### config.mk
export PLATFORM = sky130hd
export DESIGN_NAME = frame_plotter
export DESIGN_NICKNAME = d
export VERILOG_FILES = /design/src/rtl/frame_plotter.sv
export SDC_FILE = /design/constraint.sdc
export NUM_CORES = 1
export LEC_CHECK = 0
export BUFFER_PORTS_ARGS = -buffer_cell sky130_fd_sc_hd__clkbuf_2
export CAP_MARGIN = 20
export CORE_MARGIN = 2
export CORE_UTILIZATION = 49
export CTS_BUF_LIST = sky130_fd_sc_hd__clkbuf_4
export CTS_CLUSTER_DIAMETER = 150
export DETAILED_ROUTE_END_ITERATION = 12
export GPL_TIMING_DRIVEN = 0
export HOLD_SLACK_MARGIN = 0.05
export MAX_ROUTING_LAYER = met4
export PLACE_DENSITY = 0.71
export SETUP_SLACK_MARGIN = 0.5
export SLEW_MARGIN = 15
export SYNTH_ARGS = -nofsm -noshare
export SYNTH_HDL_FRONTEND = slang
export SYNTH_SLANG_ARGS = --single-unit
### constraint.sdc
create_clock -name clk -period 3.6 [get_ports clk]
set_clock_uncertainty 0.05 [all_clocks]
set_input_delay 0.18 -clock clk [delete_from_list [all_inputs] [get_ports clk]]
set_output_delay 0.18 -clock clk [all_outputs]
set_load 0.03 [all_outputs]
### src/rtl/frame_plotter.sv
// Frame plotter: turns one frame of game object state into a one-pixel-per-clock
// write stream for the 160x120 VGA adapter. It erases the previous frame's objects, then draws the new ones.
module frame_plotter #(
   parameter int          SCREEN_W = 160,
   parameter int          SCREEN_H = 120,
   parameter int          DUDE_SZ  = 4,
   parameter int          WALL_W   = 4,
   parameter int          GAP_H    = 32,
   parameter logic [2:0]  C_BG     = 3'b000,
   parameter logic [2:0]  C_DUDE   = 3'b111,
   parameter logic [2:0]  C_WALL   = 3'b010
) (
   input  logic       clk,
   input  logic       resetn,
   input  logic       start,
   input  logic [7:0] dude_x,
   input  logic [6:0] dude_y,
   input  logic [7:0] wall_x,
   input  logic [6:0] gap_y,
   output logic       busy,
   output logic       done,
   output logic [7:0] x,
   output logic [6:0] y,
   output logic [2:0] colour,
   output logic       plot
);

   localparam logic [8:0] X_LIM      = 9'(SCREEN_W);
   localparam logic [7:0] Y_LIM      = 8'(SCREEN_H);
   localparam logic [7:0] DUDE_XLAST = 8'(DUDE_SZ - 1);
   localparam logic [6:0] DUDE_YLAST = 7'(DUDE_SZ - 1);
   localparam logic [7:0] WALL_XLAST = 8'(WALL_W - 1);
   localparam logic [6:0] WALL_YLAST = 7'(SCREEN_H - 1);
   localparam logic [7:0] GAP_SPAN   = 8'(GAP_H - 1);

   typedef enum logic [2:0] {
      S_IDLE,
      S_ERASE_DUDE,
      S_ERASE_WALL,
      S_DRAW_WALL,
      S_DRAW_DUDE,
      S_DONE
   } state_t;

   state_t     state, state_nx;
   logic [7:0] ox, ox_nx;
   logic [6:0] oy, oy_nx;
   logic       latch;
   logic [7:0] w_last;
   logic [6:0] h_last;

   logic [7:0] cur_dx, cur_wx, prev_dx, prev_wx;
   logic [6:0] cur_dy, cur_gy, prev_dy;
   logic       prev_valid;

   logic [7:0] sel_dx, sel_wx;
   logic [6:0] sel_dy, sel_gy;

   logic [7:0] base_x;
   logic [6:0] base_y;
   logic [2:0] pix_col;
   logic       pix_on;
   logic [8:0] px;
   logic [7:0] py;
   logic [7:0] gap_end;
   logic       in_gap;

   // Rectangle walker: (ox, oy) is the offset of the pixel currently on the outputs.
   always_comb begin
      // NOTE: every combinational output gets a default first so no path can infer a latch.
      state_nx = state;
      ox_nx    = ox;
      oy_nx    = oy;
      latch    = 1'b0;
      w_last   = (state == S_ERASE_DUDE || state == S_DRAW_DUDE) ? DUDE_XLAST : WALL_XLAST;
      h_last   = (state == S_ERASE_DUDE || state == S_DRAW_DUDE) ? DUDE_YLAST : WALL_YLAST;
      case (state)
         S_IDLE: begin
            if (start) begin
               latch    = 1'b1;
               ox_nx    = '0;
               oy_nx    = '0;
               state_nx = prev_valid ? S_ERASE_DUDE : S_DRAW_WALL;
            end
         end
         S_DONE: state_nx = S_IDLE;
         default: begin
            if (ox == w_last) begin
               ox_nx = '0;
               if (oy == h_last) begin
                  oy_nx = '0;
                  case (state)
                     S_ERASE_DUDE: state_nx = S_ERASE_WALL;
                     S_ERASE_WALL: state_nx = S_DRAW_WALL;
                     S_DRAW_WALL:  state_nx = S_DRAW_DUDE;
                     default:      state_nx = S_DONE;
                  endcase
               end else begin
                  oy_nx = oy + 7'd1;
               end
            end else begin
               ox_nx = ox + 8'd1;
            end
         end
      endcase
   end

   // The first pixel is registered on the same edge that accepts start, so the
   // current-frame positions bypass the cur_* registers on that one cycle.
   assign sel_dx = latch ? dude_x : cur_dx;
   assign sel_dy = latch ? dude_y : cur_dy;
   assign sel_wx = latch ? wall_x : cur_wx;
   assign sel_gy = latch ? gap_y  : cur_gy;

   always_comb begin
      base_x  = '0;
      base_y  = '0;
      pix_col = C_BG;
      pix_on  = 1'b0;
      gap_end = {1'b0, sel_gy} + GAP_SPAN;
      in_gap  = ({1'b0, oy_nx} >= {1'b0, sel_gy}) && ({1'b0, oy_nx} <= gap_end);
      case (state_nx)
         S_ERASE_DUDE: begin base_x = prev_dx; base_y = prev_dy; pix_on = 1'b1; end
         S_ERASE_WALL: begin base_x = prev_wx; pix_on = 1'b1; end
         S_DRAW_WALL: begin
            base_x  = sel_wx;
            pix_col = in_gap ? C_BG : C_WALL;
            pix_on  = 1'b1;
         end
         S_DRAW_DUDE: begin
            base_x  = sel_dx;
            base_y  = sel_dy;
            pix_col = C_DUDE;
            pix_on  = 1'b1;
         end
         default: pix_on = 1'b0;
      endcase
      px = {1'b0, base_x} + {1'b0, ox_nx};
      py = {1'b0, base_y} + {1'b0, oy_nx};
   end

   always_ff @(posedge clk) begin
      if (!resetn) begin
         state      <= S_IDLE;
         ox         <= '0;
         oy         <= '0;
         cur_dx     <= '0;
         cur_dy     <= '0;
         cur_wx     <= '0;
         cur_gy     <= '0;
         prev_dx    <= '0;
         prev_dy    <= '0;
         prev_wx    <= '0;
         prev_valid <= 1'b0;
         busy       <= 1'b0;
         done       <= 1'b0;
         x          <= '0;
         y          <= '0;
         colour     <= '0;
         plot       <= 1'b0;
      end else begin
         // NOTE: sequential state uses non-blocking assignments so every register samples pre-edge values.
         state <= state_nx;
         ox    <= ox_nx;
         oy    <= oy_nx;
         if (latch) begin
            cur_dx <= dude_x;
            cur_dy <= dude_y;
            cur_wx <= wall_x;
            cur_gy <= gap_y;
         end
         if (state == S_DONE) begin
            prev_dx    <= cur_dx;
            prev_dy    <= cur_dy;
            prev_wx    <= cur_wx;
            prev_valid <= 1'b1;
         end
         busy   <= (state_nx != S_IDLE);
         done   <= (state_nx == S_DONE);
         plot   <= pix_on && (px < X_LIM) && (py < Y_LIM);
         x      <= pix_on ? px[7:0] : 8'd0;
         y      <= pix_on ? py[6:0] : 7'd0;
         colour <= pix_on ? pix_col : 3'd0;
      end
   end

endmodule

Word-level counts from Yosys, hierarchy flattened:

Index checks and enable logic that the tools add are counted.

* shift-type cells: 0
* magnitude comparators: 4
* div/mod/pow operators: 0
* reductions and logical operators: 8
* multiply operators: 0
* eq/ne operators: 12
* add/sub/neg operators: 5
* bitwise operators: 0
* mux-type cells: 25

Operators by type and width (count)
* $mux 7: 6
* $mux 8: 4
* $pmux 8 s4: 1
* $pmux 7 s2: 2
* $pmux 8 s2: 1
* $eq 3x2->1 const B: 4
* $eq 3x3->1 const B: 4
* $pmux 3 s2: 2
* $add 8x8->9: 1
* $lt 9x8->1 const B: 1
* $mux 3: 3
* $pmux 3 s3: 1
* $add 7x5->8 const B: 1
* $add 7x7->8: 1
* $add 8x1->8 const B: 1
* $eq 8x2->1 const B: 1
* $le 7x8->1: 1
* $lt 8x7->1 const B: 1
* $add 7x1->7 const B: 1
* $eq 7x7->1: 1
* $ge 7x7->1: 1
* $eq 3x1->1 const B: 2
* $mux 2: 2
* $reduce_or 4->1: 1
* 6 further kinds: 10

* bits in latches: 0
* memory bits (writable): 0
* memories kept: 0
* bits in read-only memories: 0
* logic and storage cells: 71
* output and inout bits: 21
* input port bits: 33
* register bits after elaboration: 93

Longest topological paths before layout:

* word-level depth: 13
* gate-level depth with buffers: 19
* gate-level depth less buffers: 18

Worst setup path before layout:

No wires, ideal clock.

* path type: reg-to-reg
* from: reg oy[0]
* to: reg plot
* cell stages (with the launch flop): 19
* period minus slack after synthesis: 3755 ps
* data required time: 3472 ps
* setup slack: -155 ps
* arrival time: 3628 ps
* cell sequence: dfxtp_1 > ha_1 > or2b_2 > nor4_4 > o21a_1 > nand2_1 > o21ai_2 > o2bb2ai_1 > a221o_1 > ha_1 > inv_1 > fa_1 > nor2b_1 > o21a_1 > o21ai_0 > a21boi_0 > o21ba_2 > o21a_1 > nor3_1

* cells in the longest elaborated chain, start to end: 10

Ends and longest elaborated chain
* start, declared: RTL line 47 `logic [6:0] oy, oy_nx;`
* start signal, assigned: RTL line 165 `oy <= oy_nx;`
* $eq 7x7->1: RTL line 90 `if (oy == h_last) begin`
* $mux 3: RTL line 90
* $mux 3: RTL line 88 `if (ox == w_last) begin`
* $pmux 3 s2: RTL line 77 `case (state)`
* $eq 3x3->1, or another cell as far along: RTL line 122 `case (state_nx)`
* $pmux 8 s4: RTL line 122
* $add 8x8->9: RTL line 138 `px = {1'b0, base_x} + {1'b0, ox_nx};`
* $lt 9x8->1: RTL line 180 `plot <= pix_on && (px < X_LIM) && (py < Y_LIM);`
* $logic_and 1x1->1: RTL line 180
* $logic_and 1x1->1 *: RTL line 180
* end signal, assigned: RTL line 180
* end, declared: RTL line 25 `output logic plot`

Every way passes the cells marked *; elsewhere a longest branch is shown, timed or not.
A chain may end at the register's enable or synchronous reset.

Worst setup path after layout:

* from: reg oy[5]
* to: reg plot

The elaborated chain is that of the path after synthesis.

==> impl_metrics.py <==
metrics = {
    "yosys": {
        "synth_edf_count": 0,
        "netlist_area_um2": 5030,
        "synth_nets": 645,
        "yosys.area.top_type": "dfxtp_1",
        "synth_flop_cell": "dfxtp_1",
        "netlist_top_cells_area": "dfxtp_1 (37%), ha_1 (8.0%), nand2_1 (7.2%), a21boi_0 (5.2%), nor2b_1 (4.6%)",
        "syn_inst": 578,
        "ys_types": 69,
        "netlist.area_leader.share_pct": 36.6,
        "ys_seq_area_share_pct": 36.6,
        "synth-seq-cells": 92,
        "synthArstFlopShare_pct": 0,
        "ys_warn_count": 0,
        "syn_area_per_cell_um2": 8.70,
    },
    "clocking": {
        "path_clk_slew_ps": 140,
        "cts-root-buf": "clkbuf_4",
        "cts_sinks": 92,
        "clk_latency_ps": 450,
        "cts-buffers-inserted": 9,
        "ctsLongestPathBuffers": 2,
        "cts_tree": "built",
        "htree_levels": 3,
    },
    "global_route": {
        "grt_usage_pct": 25.5,
        "grt_pass1_vias": 4513,
        "grt_max_degree": 15,
        "grt_overflow_total": 0,
        "grt_pass1_wl_um": 21700,
        "antenna_found_initial": 0,
    },
    "place": {
        "place_congestion": 0.873,
        "place_hpwl_um": 9430,
        "io_buffers": 53,
        "placed_area_um2": 5510,
    },
    "timing": {
        "post-route-min-period_ps": 3830,
        "slew_viol_final": 0,
        "tightestPinTransition_ps": 771,
        "relSlewSlack_pct": 48.6,
        "setup-violations-final": 4,
        "hold_viol": 0,
        "max_freq_mhz": 261,
        "finalCritPeriodShare_pct": 107,
        "fin_ws_ps": -234,
        "rsz0062_at_grt": "true",
    },
    "route": {
        "wl_um": 13900,
        "avgRoutedWirePerCell_um": 16.5,
        "firstDrtPassIters": 5,
        "drtIter0Drc": 218,
        "ant_nets": 0,
        "drc": 0,
        "dr_total_vias": 4674,
        "routed_via_density": 5.54,
    },
    "power": {
        "totalPowerFinal_uw": 2070,
        "combPwrFrac_pct": 21.2,
        "seqPwrFrac_pct": 51.8,
        "p_leak_uw": 0.00263,
        "clkPwrFrac_pct": 27.0,
        "ir_drop_v": 0.000245,
        "p_int_uw": 1460,
        "power_density_nw_per_um2": 313,
        "switching_share_pct": 29.5,
        "power_switching_uw": 610,
    },
    "run_status": {
        "status": "finished, violations left",
        "violations": "negative setup slack",
    },
    "critical_path": {
        "crit_required_ps": 3930,
        "arrival_ps": 4170,
        "rrSetupSlack_ps": -230,
        "crit_path_max_fanout": 5,
        "worstRegToRegCells": 17,
        "worst-setup-path-type": "flip-flop to flip-flop",
        "r2r-start": "oy[5]",
        "r2r-end": "plot",
        "cp-start-kind": "flip-flop",
        "endpoint_kind": "flip-flop",
    },
    "cells_and_area": {
        "final_core_util_pct": 66.9,
        "nNetsFinal": 773,
        "diodes": 0,
        "syn_to_final_growth_pct": 31.2,
        "drive_above_1_share_pct": 28.9,
        "final_area_um2": 6600,
    },
    "die": {
        "rows": 36,
        "die_w_um": 105,
        "coreArea_um2": 9860,
        "die_h_um": 105,
        "dieArea_um2": 11100,
        "initial_core_util_pct": 51.0,
        "io_pins": 54,
    },
    "hold_path": {
        "hold-path-endpoint": "cur_gy[4]",
        "hp-start": "gap_y[4]",
        "min_path_cells": 3,
        "min_path_type": "input pin to flip-flop",
    },
    "flow_run": {
        "max_cap_violations": 0,
    },
}
cell families (layout without fill, tap and decap cells):
group / Yosys count / count (layout) / share of synthesized area [%]
DFF: 92 / 92 / 36.6
AOI/OAI and AO/OA: 145 / 145 / 20.6
xor gates and xnor gates: 10 / 10 / 1.74
adders and majority gates: 34 / 34 / 8.75
muxes: 22 / 22 / 4.38
buffers and inverters: 38 / 170 / 4.15
and+or+nand+nor: 237 / 237 / 23.8
cells in the final DEF, fill, tap and decap left out, types with 8 or more instances in the layout:
master / Yosys / final
nand2_1: 97 / 91
dfxtp_1: 92 / 85
clkbuf_2: 0 / 55
buf_4: 2 / 34
nor2b_1: 37 / 34
a21boi_0: 35 / 32
o21ai_0: 36 / 27
dlygate4sd3_1: 0 / 26
ha_1: 32 / 24
mux2i_1: 22 / 21
nor2_1: 25 / 19
and2_1: 16 / 16
clkbuf_1: 18 / 15
clkbuf_4: 0 / 12
nand3_1: 12 / 10
buf_6: 1 / 9
a21oi_1: 10 / 8
o21a_1: 10 / 8
o2bb2ai_1: 8 / 8
a221o_1: 8 / 8
and3_1: 8 / 8
how the worst max path moves through the flow:
stage,from,endpoint,slack (ps),cells past startpoint
2_1_floorplan,oy[5],plot,5,17
3_3_place_gp,state[2],plot,-630,19
3_5_place_dp,state[2],plot,-680,19
4_1_cts,oy[5],plot,-180,17
5_1_grt,oy[6],plot,-400,17
6_report,oy[5],plot,-230,17
Yosys cell counts (5+ instances only):
cell type,n
nand2_1,97
dfxtp_1,92
nor2b_1,37
o21ai_0,36
a21boi_0,35
ha_1,32
nor2_1,25
mux2i_1,22
clkbuf_1,18
and2_1,16
nand3_1,12
nor3_1,12
a21oi_1,10
o21a_1,10
inv_1,9
a221o_1,8
and3_1,8
o2bb2ai_1,8
a31oi_1,6
xor2_1,6
nand2b_1,5
final cells by class:
class / count / area (um^2)
inverters: 10 / 45.0
clock inverters: 5 / 53.8
repair buffers: 117 / 841
well taps: 133 / 166
multi-input cells: 448 / 3380
flip-flops and latches: 92 / 1860
fillers: 778 / 3260
plain buffers: 28 / 188
clock buffers: 10 / 75.1
sequential cells by signal (all words and copies together) (netlist names):
name / flops
cur_dx: 8
busy: 1
y: 7
plot: 1
colour: 2
cur_wx: 8
x: 8
state: 3
prev_valid: 1
oy: 7
prev_dx: 8
prev_wx: 8
cur_gy: 7
done: 1
prev_dy: 7
cur_dy: 7
ox: 8
power by group through the flow:
stage | Clock (uW) | Combinational (uW) | Sequential [uW]
global route | 614 | 478 | 1070
floorplan | 0 | 242 | 1110
finish | 557 | 438 | 1070
global placement | 0 | 350 | 1090
CTS | 567 | 411 | 1070
detailed placement | 0 | 360 | 1090
critical path, stage by stage, from the launching register on:
cell	delay, ps
dfxtp_4	360
or4_4	520
nor4_4	410
o21ai_4	120
a22oi_2	220
nor3_4	90
buf_6	140
a221o_1	380
ha_2	190
inv_2	50
fa_2	190
nor2b_2	50
o21a_1	190
o21ai_2	180
a21boi_1	110
o21ba_4	220
o21a_1	190
nor3_2	120
through the flow:
stage / cells / TNS [ps] / hold slack, ps / worst slack [ps]
after detailed placement: 764 / -2490 / 374 / -683
after floorplan: 578 / 0 / 275 / 4.62
final: 843 / -511 / 96.8 / -234
after CTS: 834 / -352 / 67.2 / -183
after global routing: 843 / -1230 / 112 / -398
after global placement: 764 / -2080 / 364 / -633
per-layer routing:
metal	part of all wire (%)	global-route usage, %	up-vias
met2	50	43.7	129
met5	0	-	-
met4	1.9	9.05	0
li1	-	-	2301
met3	3.9	3.53	20
met1	44	30.7	2224
timing repair:
action,4_1_cts,5_1_grt
endpoints found under the hold margin,26,0
gates resized for setup,57,51
buffers inserted,29,9
hold buffers,26,0
setup endpoints to repair,16,14
pin swaps,20,29
No activity file was read; power rests on OpenSTA's default activity.
